**config.mk**
```make
export PLATFORM = sky130hd
export DESIGN_NAME = rx_peak_detector_flat
export DESIGN_NICKNAME = d
export VERILOG_FILES = /design/src/rtl/rx_peak_detector_if.sv /design/src/rtl/rx_peak_detector.sv /design/src/flat_wrapper.sv
export SDC_FILE = /design/constraint.sdc
export NUM_CORES = 2
export LEC_CHECK = 0
export BUFFER_PORTS_ARGS = -buffer_cell sky130_fd_sc_hd__buf_2
export CELL_PAD_IN_SITES_DETAIL_PLACEMENT = 0
export CELL_PAD_IN_SITES_GLOBAL_PLACEMENT = 1
export CORE_ASPECT_RATIO = 0.75
export CORE_MARGIN = 2
export CORE_UTILIZATION = 46
export CTS_CLUSTER_DIAMETER = 30
export CTS_CLUSTER_SIZE = 20
export DETAILED_ROUTE_END_ITERATION = 10
export PLACE_DENSITY = 0.9
export SLEW_MARGIN = 20
export SYNTH_ARGS = -nofsm -noshare
export SYNTH_HDL_FRONTEND = slang
export SYNTH_SLANG_ARGS = --single-unit
export TNS_END_PERCENT = 20
```
**constraint.sdc**
```tcl
create_clock -name crx_clk -period 25.8 [get_ports crx_clk]
set_input_delay 6.45 -clock crx_clk [delete_from_list [all_inputs] [get_ports crx_clk]]
set_output_delay 6.45 -clock crx_clk [all_outputs]
set_load 0.02 [all_outputs]
```
**src/rtl/rx_peak_detector_if.sv**
```systemverilog
// Bus between the correlator and the peak detector: one strobe with 16 signed
// correlation results going in, and the detection report and status flags coming out.
interface rx_peak_detector_if;
  logic               icorr_valid;
  logic signed [40:0] icorrelation_seq_0;
  logic signed [40:0] icorrelation_seq_1;
  logic signed [40:0] icorrelation_seq_2;
  logic signed [40:0] icorrelation_seq_3;
  logic signed [40:0] icorrelation_seq_4;
  logic signed [40:0] icorrelation_seq_5;
  logic signed [40:0] icorrelation_seq_6;
  logic signed [40:0] icorrelation_seq_7;
  logic signed [40:0] icorrelation_seq_8;
  logic signed [40:0] icorrelation_seq_9;
  logic signed [40:0] icorrelation_seq_10;
  logic signed [40:0] icorrelation_seq_11;
  logic signed [40:0] icorrelation_seq_12;
  logic signed [40:0] icorrelation_seq_13;
  logic signed [40:0] icorrelation_seq_14;
  logic signed [40:0] icorrelation_seq_15;
  logic               odetect;
  logic [3:0]         oseq_id;
  logic [39:0]        opeak_mag;
  logic [31:0]        opeak_index;
  logic               obusy;
  logic               ooverrun;

  modport master (
    output icorr_valid,
    output icorrelation_seq_0, icorrelation_seq_1, icorrelation_seq_2, icorrelation_seq_3,
    output icorrelation_seq_4, icorrelation_seq_5, icorrelation_seq_6, icorrelation_seq_7,
    output icorrelation_seq_8, icorrelation_seq_9, icorrelation_seq_10, icorrelation_seq_11,
    output icorrelation_seq_12, icorrelation_seq_13, icorrelation_seq_14, icorrelation_seq_15,
    input  odetect, oseq_id, opeak_mag, opeak_index, obusy, ooverrun
  );

  modport slave (
    input  icorr_valid,
    input  icorrelation_seq_0, icorrelation_seq_1, icorrelation_seq_2, icorrelation_seq_3,
    input  icorrelation_seq_4, icorrelation_seq_5, icorrelation_seq_6, icorrelation_seq_7,
    input  icorrelation_seq_8, icorrelation_seq_9, icorrelation_seq_10, icorrelation_seq_11,
    input  icorrelation_seq_12, icorrelation_seq_13, icorrelation_seq_14, icorrelation_seq_15,
    output odetect, oseq_id, opeak_mag, opeak_index, obusy, ooverrun
  );
endinterface

```
**src/rtl/rx_peak_detector.sv**
```systemverilog
// Receiver peak detector: latches 16 correlation results per update, scans them
// serially for the largest magnitude, and tracks the strongest frame peak across a
// threshold-triggered window of WINDOW frames before reporting it.
module rx_peak_detector #(
  parameter logic [39:0] THRESHOLD = 40'd1000000,
  parameter int unsigned WINDOW    = 64
) (
  input logic               crx_clk,
  input logic               rrx_rst,
  input logic               erx_en,
  rx_peak_detector_if.slave bus
);

  typedef enum logic {
    SCAN_IDLE = 1'b0,
    SCAN_RUN  = 1'b1
  } scan_state_t;

  typedef enum logic [1:0] {
    DET_SEARCH = 2'd0,
    DET_TRACK  = 2'd1,
    DET_REPORT = 2'd2
  } det_state_t;

  localparam logic [15:0] W_LAST = 16'(WINDOW);

  // |x| of a 41-bit signed value, squeezed into 40 bits; only -2^40 overflows and saturates.
  function automatic logic [39:0] f_mag(input logic signed [40:0] x);
    logic [40:0] v_neg;
    v_neg = (~x) + 41'd1;
    if (x[40]) begin
      if (v_neg[40]) f_mag = {40{1'b1}};
      else           f_mag = v_neg[39:0];
    end else begin
      f_mag = x[39:0];
    end
  endfunction

  logic               w_clr;
  logic signed [40:0] w_in [16];

  scan_state_t        r_scan_state;
  logic signed [40:0] r_shadow [16];
  logic [3:0]         r_idx;
  logic               r_busy;
  logic               r_overrun;
  logic [31:0]        r_frame_cnt;
  logic [31:0]        r_frame_no;
  logic [39:0]        r_best_mag;
  logic [3:0]         r_best_idx;
  logic               r_done;

  det_state_t         r_det_state;
  logic [15:0]        r_win_cnt;
  logic [39:0]        r_peak_mag;
  logic [3:0]         r_peak_seq;
  logic [31:0]        r_peak_idx;
  logic               r_odetect;
  logic [3:0]         r_oseq_id;
  logic [39:0]        r_opeak_mag;
  logic [31:0]        r_opeak_index;

  logic [39:0]        w_cand_mag;
  logic               w_take;
  logic [15:0]        w_win_next;
  logic               w_above;
  logic               w_beats;
  logic [39:0]        w_trk_mag;
  logic [3:0]         w_trk_seq;
  logic [31:0]        w_trk_idx;

  // Disable behaves exactly like reset.
  assign w_clr = rrx_rst | ~erx_en;

  assign w_in[0]  = bus.icorrelation_seq_0;
  assign w_in[1]  = bus.icorrelation_seq_1;
  assign w_in[2]  = bus.icorrelation_seq_2;
  assign w_in[3]  = bus.icorrelation_seq_3;
  assign w_in[4]  = bus.icorrelation_seq_4;
  assign w_in[5]  = bus.icorrelation_seq_5;
  assign w_in[6]  = bus.icorrelation_seq_6;
  assign w_in[7]  = bus.icorrelation_seq_7;
  assign w_in[8]  = bus.icorrelation_seq_8;
  assign w_in[9]  = bus.icorrelation_seq_9;
  assign w_in[10] = bus.icorrelation_seq_10;
  assign w_in[11] = bus.icorrelation_seq_11;
  assign w_in[12] = bus.icorrelation_seq_12;
  assign w_in[13] = bus.icorrelation_seq_13;
  assign w_in[14] = bus.icorrelation_seq_14;
  assign w_in[15] = bus.icorrelation_seq_15;

  assign bus.obusy       = r_busy;
  assign bus.ooverrun    = r_overrun;
  assign bus.odetect     = r_odetect;
  assign bus.oseq_id     = r_oseq_id;
  assign bus.opeak_mag   = r_opeak_mag;
  assign bus.opeak_index = r_opeak_index;

  // Scanner candidate: index 0 seeds the best, later ones win only when strictly larger.
  always_comb begin
    w_cand_mag = f_mag(r_shadow[r_idx]);
    if (r_idx == 4'd0) begin
      w_take = 1'b1;
    end else begin
      w_take = (w_cand_mag > r_best_mag);
    end
  end

  // Capture/scan FSM: latch the bank on an accepted strobe, then walk idx 0..15.
  always_ff @(posedge crx_clk) begin
    if (w_clr) begin
      r_scan_state <= SCAN_IDLE;
      for (int i = 0; i < 16; i++) r_shadow[i] <= 41'sd0;
      r_idx        <= 4'd0;
      r_busy       <= 1'b0;
      r_overrun    <= 1'b0;
      r_frame_cnt  <= 32'd0;
      r_frame_no   <= 32'd0;
      r_best_mag   <= 40'd0;
      r_best_idx   <= 4'd0;
      r_done       <= 1'b0;
    end else begin
      r_overrun <= bus.icorr_valid & r_busy;
      r_done    <= 1'b0;
      case (r_scan_state)
        SCAN_IDLE: begin
          if (bus.icorr_valid) begin
            for (int i = 0; i < 16; i++) r_shadow[i] <= w_in[i];
            r_frame_no   <= r_frame_cnt;
            r_frame_cnt  <= r_frame_cnt + 32'd1;
            r_idx        <= 4'd0;
            r_busy       <= 1'b1;
            r_scan_state <= SCAN_RUN;
          end
        end
        SCAN_RUN: begin
          if (w_take) begin
            r_best_mag <= w_cand_mag;
            r_best_idx <= r_idx;
          end
          if (r_idx == 4'd15) begin
            r_busy       <= 1'b0;
            r_done       <= 1'b1;
            r_scan_state <= SCAN_IDLE;
          end
          r_idx <= r_idx + 4'd1;
        end
        default: begin
          r_busy       <= 1'b0;
          r_scan_state <= SCAN_IDLE;
        end
      endcase
    end
  end

  // Window bookkeeping: next count, threshold test and the peak kept after this frame.
  always_comb begin
    w_win_next = r_win_cnt + 16'd1;
    w_above    = (r_best_mag > THRESHOLD);
    w_beats    = (r_best_mag > r_peak_mag);
    if (w_beats) begin
      w_trk_mag = r_best_mag;
      w_trk_seq = r_best_idx;
      w_trk_idx = r_frame_no;
    end else begin
      w_trk_mag = r_peak_mag;
      w_trk_seq = r_peak_seq;
      w_trk_idx = r_peak_idx;
    end
  end

  // Detector FSM: open a window on a frame over threshold, track the peak, report once.
  always_ff @(posedge crx_clk) begin
    if (w_clr) begin
      r_det_state   <= DET_SEARCH;
      r_win_cnt     <= 16'd0;
      r_peak_mag    <= 40'd0;
      r_peak_seq    <= 4'd0;
      r_peak_idx    <= 32'd0;
      r_odetect     <= 1'b0;
      r_oseq_id     <= 4'd0;
      r_opeak_mag   <= 40'd0;
      r_opeak_index <= 32'd0;
    end else begin
      r_odetect <= 1'b0;
      case (r_det_state)
        DET_SEARCH: begin
          if (r_done && w_above) begin
            r_peak_mag <= r_best_mag;
            r_peak_seq <= r_best_idx;
            r_peak_idx <= r_frame_no;
            r_win_cnt  <= 16'd1;
            if (W_LAST == 16'd1) begin
              r_odetect     <= 1'b1;
              r_oseq_id     <= r_best_idx;
              r_opeak_mag   <= r_best_mag;
              r_opeak_index <= r_frame_no;
              r_det_state   <= DET_REPORT;
            end else begin
              r_det_state   <= DET_TRACK;
            end
          end
        end
        DET_TRACK: begin
          if (r_done) begin
            r_win_cnt  <= w_win_next;
            r_peak_mag <= w_trk_mag;
            r_peak_seq <= w_trk_seq;
            r_peak_idx <= w_trk_idx;
            if (w_win_next == W_LAST) begin
              r_odetect     <= 1'b1;
              r_oseq_id     <= w_trk_seq;
              r_opeak_mag   <= w_trk_mag;
              r_opeak_index <= w_trk_idx;
              r_det_state   <= DET_REPORT;
            end
          end
        end
        DET_REPORT: begin
          r_det_state <= DET_SEARCH;
        end
        default: begin
          r_det_state <= DET_SEARCH;
        end
      endcase
    end
  end

endmodule

```
**src/flat_wrapper.sv**
```systemverilog
// flat-port wrapper written by rule: the top's interface ports become plain ports
module rx_peak_detector_flat 
#(
  parameter logic [39:0] THRESHOLD = 40'd1000000,
  parameter int unsigned WINDOW    = 64
)
  (crx_clk, rrx_rst, erx_en, bus_icorr_valid, bus_icorrelation_seq_0, bus_icorrelation_seq_1, bus_icorrelation_seq_2, bus_icorrelation_seq_3, bus_icorrelation_seq_4, bus_icorrelation_seq_5, bus_icorrelation_seq_6, bus_icorrelation_seq_7, bus_icorrelation_seq_8, bus_icorrelation_seq_9, bus_icorrelation_seq_10, bus_icorrelation_seq_11, bus_icorrelation_seq_12, bus_icorrelation_seq_13, bus_icorrelation_seq_14, bus_icorrelation_seq_15, bus_odetect, bus_oseq_id, bus_opeak_mag, bus_opeak_index, bus_obusy, bus_ooverrun);
  rx_peak_detector_if bus_i ();
  input logic crx_clk;
  input logic rrx_rst;
  input logic erx_en;
  input wire logic [$bits(bus_i.icorr_valid)-1:0] bus_icorr_valid;
  input wire logic [$bits(bus_i.icorrelation_seq_0)-1:0] bus_icorrelation_seq_0;
  input wire logic [$bits(bus_i.icorrelation_seq_1)-1:0] bus_icorrelation_seq_1;
  input wire logic [$bits(bus_i.icorrelation_seq_2)-1:0] bus_icorrelation_seq_2;
  input wire logic [$bits(bus_i.icorrelation_seq_3)-1:0] bus_icorrelation_seq_3;
  input wire logic [$bits(bus_i.icorrelation_seq_4)-1:0] bus_icorrelation_seq_4;
  input wire logic [$bits(bus_i.icorrelation_seq_5)-1:0] bus_icorrelation_seq_5;
  input wire logic [$bits(bus_i.icorrelation_seq_6)-1:0] bus_icorrelation_seq_6;
  input wire logic [$bits(bus_i.icorrelation_seq_7)-1:0] bus_icorrelation_seq_7;
  input wire logic [$bits(bus_i.icorrelation_seq_8)-1:0] bus_icorrelation_seq_8;
  input wire logic [$bits(bus_i.icorrelation_seq_9)-1:0] bus_icorrelation_seq_9;
  input wire logic [$bits(bus_i.icorrelation_seq_10)-1:0] bus_icorrelation_seq_10;
  input wire logic [$bits(bus_i.icorrelation_seq_11)-1:0] bus_icorrelation_seq_11;
  input wire logic [$bits(bus_i.icorrelation_seq_12)-1:0] bus_icorrelation_seq_12;
  input wire logic [$bits(bus_i.icorrelation_seq_13)-1:0] bus_icorrelation_seq_13;
  input wire logic [$bits(bus_i.icorrelation_seq_14)-1:0] bus_icorrelation_seq_14;
  input wire logic [$bits(bus_i.icorrelation_seq_15)-1:0] bus_icorrelation_seq_15;
  output wire logic [$bits(bus_i.odetect)-1:0] bus_odetect;
  output wire logic [$bits(bus_i.oseq_id)-1:0] bus_oseq_id;
  output wire logic [$bits(bus_i.opeak_mag)-1:0] bus_opeak_mag;
  output wire logic [$bits(bus_i.opeak_index)-1:0] bus_opeak_index;
  output wire logic [$bits(bus_i.obusy)-1:0] bus_obusy;
  output wire logic [$bits(bus_i.ooverrun)-1:0] bus_ooverrun;
  assign bus_i.icorr_valid = bus_icorr_valid;
  assign bus_i.icorrelation_seq_0 = bus_icorrelation_seq_0;
  assign bus_i.icorrelation_seq_1 = bus_icorrelation_seq_1;
  assign bus_i.icorrelation_seq_2 = bus_icorrelation_seq_2;
  assign bus_i.icorrelation_seq_3 = bus_icorrelation_seq_3;
  assign bus_i.icorrelation_seq_4 = bus_icorrelation_seq_4;
  assign bus_i.icorrelation_seq_5 = bus_icorrelation_seq_5;
  assign bus_i.icorrelation_seq_6 = bus_icorrelation_seq_6;
  assign bus_i.icorrelation_seq_7 = bus_icorrelation_seq_7;
  assign bus_i.icorrelation_seq_8 = bus_icorrelation_seq_8;
  assign bus_i.icorrelation_seq_9 = bus_icorrelation_seq_9;
  assign bus_i.icorrelation_seq_10 = bus_icorrelation_seq_10;
  assign bus_i.icorrelation_seq_11 = bus_icorrelation_seq_11;
  assign bus_i.icorrelation_seq_12 = bus_icorrelation_seq_12;
  assign bus_i.icorrelation_seq_13 = bus_icorrelation_seq_13;
  assign bus_i.icorrelation_seq_14 = bus_icorrelation_seq_14;
  assign bus_i.icorrelation_seq_15 = bus_icorrelation_seq_15;
  assign bus_odetect = bus_i.odetect;
  assign bus_oseq_id = bus_i.oseq_id;
  assign bus_opeak_mag = bus_i.opeak_mag;
  assign bus_opeak_index = bus_i.opeak_index;
  assign bus_obusy = bus_i.obusy;
  assign bus_ooverrun = bus_i.ooverrun;
  rx_peak_detector #(.THRESHOLD(THRESHOLD), .WINDOW(WINDOW)) u_core (.crx_clk(crx_clk), .rrx_rst(rrx_rst), .erx_en(erx_en), .bus(bus_i));
endmodule
```
==> summary.txt <==
Outcome
  • Run status: finished clean

Global route
  • Wire length of the first global-routing pass: 204000 um
  • Number of global-route vias before repair: 31800
  • Number of antenna violations at the first check in global routing: 76
  • Total routing resource utilization after global routing: 27.6%
  • Grt ovf: 0
  • Pin count of the biggest net entering global routing: 255

Timing
  • Total negative slack for setup checks: 0 ns
  • Final setup viols: 0
  • Setup repair after global routing missed its margin: false
  • Worst relative slew slack: 19.8%
  • Final-report max-slew violation count: 0
  • Peak clock frequency supported by timing: 89.7 MHz
  • Tightest Pin Transition: 1.20 ns
  • Final count of hold timing violations: 0
  • Tmin final: 11.15 ns
  • Tcrit/Tclk final: 43.2%
  • Clk_skew: 0.0603 ns

CTS
  • # clock sinks: 947
  • CTS Hold Bufs: 0
  • Clock insertion delay at the later pin of the skew report: 0.78 ns
  • Total CTS buffers: 156
  • H-Tree Depth: 4
  • Resized cells post-CTS: 0
  • CTS Buffer Depth: 3
  • Cell chosen for the clock root: sky130_fd_sc_hd__clkbuf_16
  • Clock tree from TritonCTS: done
  • Post-CTS Setup Bufs: 0
  • Clock slew at reported path FFs: 0.05 ns

Floorplan
  • CORE AREA: 95500 sq um
  • Width of the die: 363 um
  • Site row count: 98
  • DIE AREA: 99200 sq um
  • Y dimension of the die: 273 um
  • Initial standard-cell utilization of the core: 46.6%
  • Number of top-level pins: 739

Placement
  • Number of cells in the design after placement: 5329
  • Placer's final routability congestion estimate: 0.886
  • Total cell area at the placement stage: 48900 sq um
  • Port-buffer cells: 738
  • Final HPWL DP: 96000 um

Synth
  • Synth Flop Type: sky130_fd_sc_hd__edfxtp_1
  • Seq cells post-synth: 947
  • Cell area after synthesis: 44500 sq um
  • Share of synthesized area occupied by flip-flops and latches: 57.4%
  • Post-synth net total: 4341
  • Synth warn: 0
  • Number of library cell types mapped by synthesis: 83
  • Count of mapped cells out of synthesis: 3596
  • Average footprint of a synthesized cell: 12.4 sq um
  • Share of synthesized registers carrying an async set or reset: 0%
  • Count of flip-flops with a built-in enable after synthesis: 656

Cells and area
  • FF+latch area: 25500 sq um
  • Final Instance Count excl. Fillers: 5701
  • Post-route cell area: 54500 sq um
  • Area of combinational cells with multiple inputs: 17400 sq um
  • Share of layout cells above drive strength 1: 28.9%
  • Number of inserted filler cells in the final layout: 7704
  • Synthesis-to-layout area growth: 22.5%
  • Final core occ: 57.0%
  • Final layout net count: 4983

Routing
  • Number of violations reported at the end of detailed-routing iteration 0: 4010
  • DRC Markers: 0
  • Routed wire per std cell: 24.4 um
  • Number of vias after detailed routing: 32900
  • Detail Route Antenna Nets: 0
  • Vias per cell: 5.77
  • First-pass iteration count of the detailed router: 5
  • Final wirelength: 139000 um

Critical path
  • Req. time, crit path: 26.14 ns
  • Family with the most delay on the worst path: buffers and inverters
  • Cell-by-cell listing of the critical path: buf_2 > nor2b_4 > buf_4 > nand2_4 > buf_12 > buf_12 > buf_4 > buf_4
  • Critical path arrival: 11.49 ns
  • Most frequent CP cell: sky130_fd_sc_hd__buf_4
  • Critical path buffer and inverter count: 6
  • Startpoint kind of the worst setup timing path: input pin
  • Critical Path End Type: flop
  • Type of the setup path with the least slack: in -> reg
  • Largest fanout on the critical path: 189
  • Max stage delay cell, worst path: sky130_fd_sc_hd__buf_4
  • Maximum cell stage delay along the critical path: 0.92 ns

Job
  • Number of maximum-capacitance constraint violations: 0

Power
  • Areal power density over the cells: 76.3 nW/um^2
  • Maximum vdd drop: 0.0622 mV
  • Static leakage power: 22.8 nW

Hold path
  • Hold Crit Class: reg -> reg
[worst paths after layout]
path                                            start                     end  slack (ns)  cells past startpoint
worst max register to register                   flop   u_core.r_best_mag[17]       16.20                     27
worst max-delay path                           erx_en  u_core.r_shadow[10][2]       14.65                      8
worst min-delay path            u_core.r_peak_idx[11]   u_core.r_peak_idx[11]        0.47                      2
worst min register to register  u_core.r_peak_idx[11]   u_core.r_peak_idx[11]        0.47                      2
[cell type report]
cell class | instances | share of cell area [%]
flip-flops and latches | 947 | 46.9
multi-input cells | 2253 | 31.9
clock buffers | 185 | 7.65
repair buffers | 784 | 7.55
well taps | 1250 | 2.87
clock inverters | 103 | 2.14
inverters | 96 | 0.662
diodes | 83 | 0.381
[cells in the mapped netlist, drive strengths merged (4+ instances only)]
library cell,n,share of area [%]
nand3,33,0.38
and4,5,0.098
o21bai,4,0.068
o21ai,129,1.5
o211ai,40,0.68
a21o,28,0.47
o31ai,6,0.10
and2,255,3.6
nor3b,6,0.13
o41ai,6,0.17
a21oi,156,1.8
dfxtp,291,13
nor2b,18,0.25
clkbuf,237,2.0
a221oi,31,0.82
nand4,33,0.50
or3,49,0.70
nand3b,8,0.14
a311oi,11,0.23
and3,420,5.9
mux2,13,0.33
mux2i,104,2.3
ha,85,2.4
mux4,158,8.1
a22o,12,0.24
nor2,176,1.5
a22oi,21,0.35
or2,6,0.084
a31oi,28,0.39
nor4,14,0.24
nand2b,9,0.13
a211oi,83,1.4
o22ai,5,0.070
nor3,19,0.21
inv,95,0.80
nand2,179,1.5
xnor2,28,0.55
o21a,6,0.10
xor2,40,0.79
edfxtp,656,44
buf,63,0.98
[logic make-up after synthesis]
group	after synthesis	synth area share (%)
buf+inv	396	3.79
mux	275	10.7
xor+xnor	68	1.34
flops	947	57.4
fa+ha+maj	85	2.39
compound gates	589	8.80
simple gates	1236	15.5
[flip-flops by register name, summed over array words and instances, names as in the netlist, 2 cells and up, named ones only]
| name | count |
|---|---|
| u_core.bus.opeak_index | 32 |
| u_core.bus.opeak_mag | 40 |
| u_core.bus.oseq_id | 4 |
| u_core.r_best_idx | 4 |
| u_core.r_best_mag | 40 |
| u_core.r_det_state | 2 |
| u_core.r_frame_cnt | 32 |
| u_core.r_frame_no | 32 |
| u_core.r_idx | 4 |
| u_core.r_peak_idx | 32 |
| u_core.r_peak_mag | 40 |
| u_core.r_peak_seq | 4 |
| u_core.r_shadow | 656 |
| u_core.r_win_cnt | 16 |
[metrics by stage]
step	power [mW]	worst slack [ns]	hold slack (ns)
global placement	2.07	14.10	0.459
global route	4.27	14.33	0.494
floorplan	1.98	3.65	0.444
CTS	4.16	14.78	0.473
detailed placement	2.08	13.99	0.466
finish	4.16	14.65	0.472
[worst min-delay path, delay by kind of cell, from the launching register on]
kind | cells | cell delay [ns]
flip-flops | 1 | 0.30
AO/OA/AOI/OAI | 2 | 0.12
[report_power, final]
group          internal, mW  switching [mW]
registers              1.70          0.0260
logic                 0.142           0.193
clock network          1.30           0.794
total                  3.14            1.01
[layer usage]
| layer | part of all wire (%) | vias to the layer above | GRT usage (%) |
|---|---|---|---|
| met4 | 3.6 | 14 | 12.3 |
| li1 | - | 14900 | - |
| met2 | 46 | 1589 | 42.5 |
| met1 | 40 | 16100 | 37.0 |
| met5 | 0.066 | - | 0 |
| met3 | 9.8 | 274 | 6.81 |
[cells in the final DEF (no fill, tap or decap), drive strengths merged, types with 31 or more instances in the layout]
cell    count
a211oi     83
a21oi     156
a221oi     31
and2      255
and3      420
buf       784
clkbuf    185
clkinv     55
dfxtp     291
diode      83
edfxtp    656
ha         85
inv       113
mux2i     104
mux4      158
nand2     179
nand3      33
nand4      33
nor2      176
o211ai     40
o21ai     129
or3        49
xor2       40
Power figures use the tool's default switching activity.
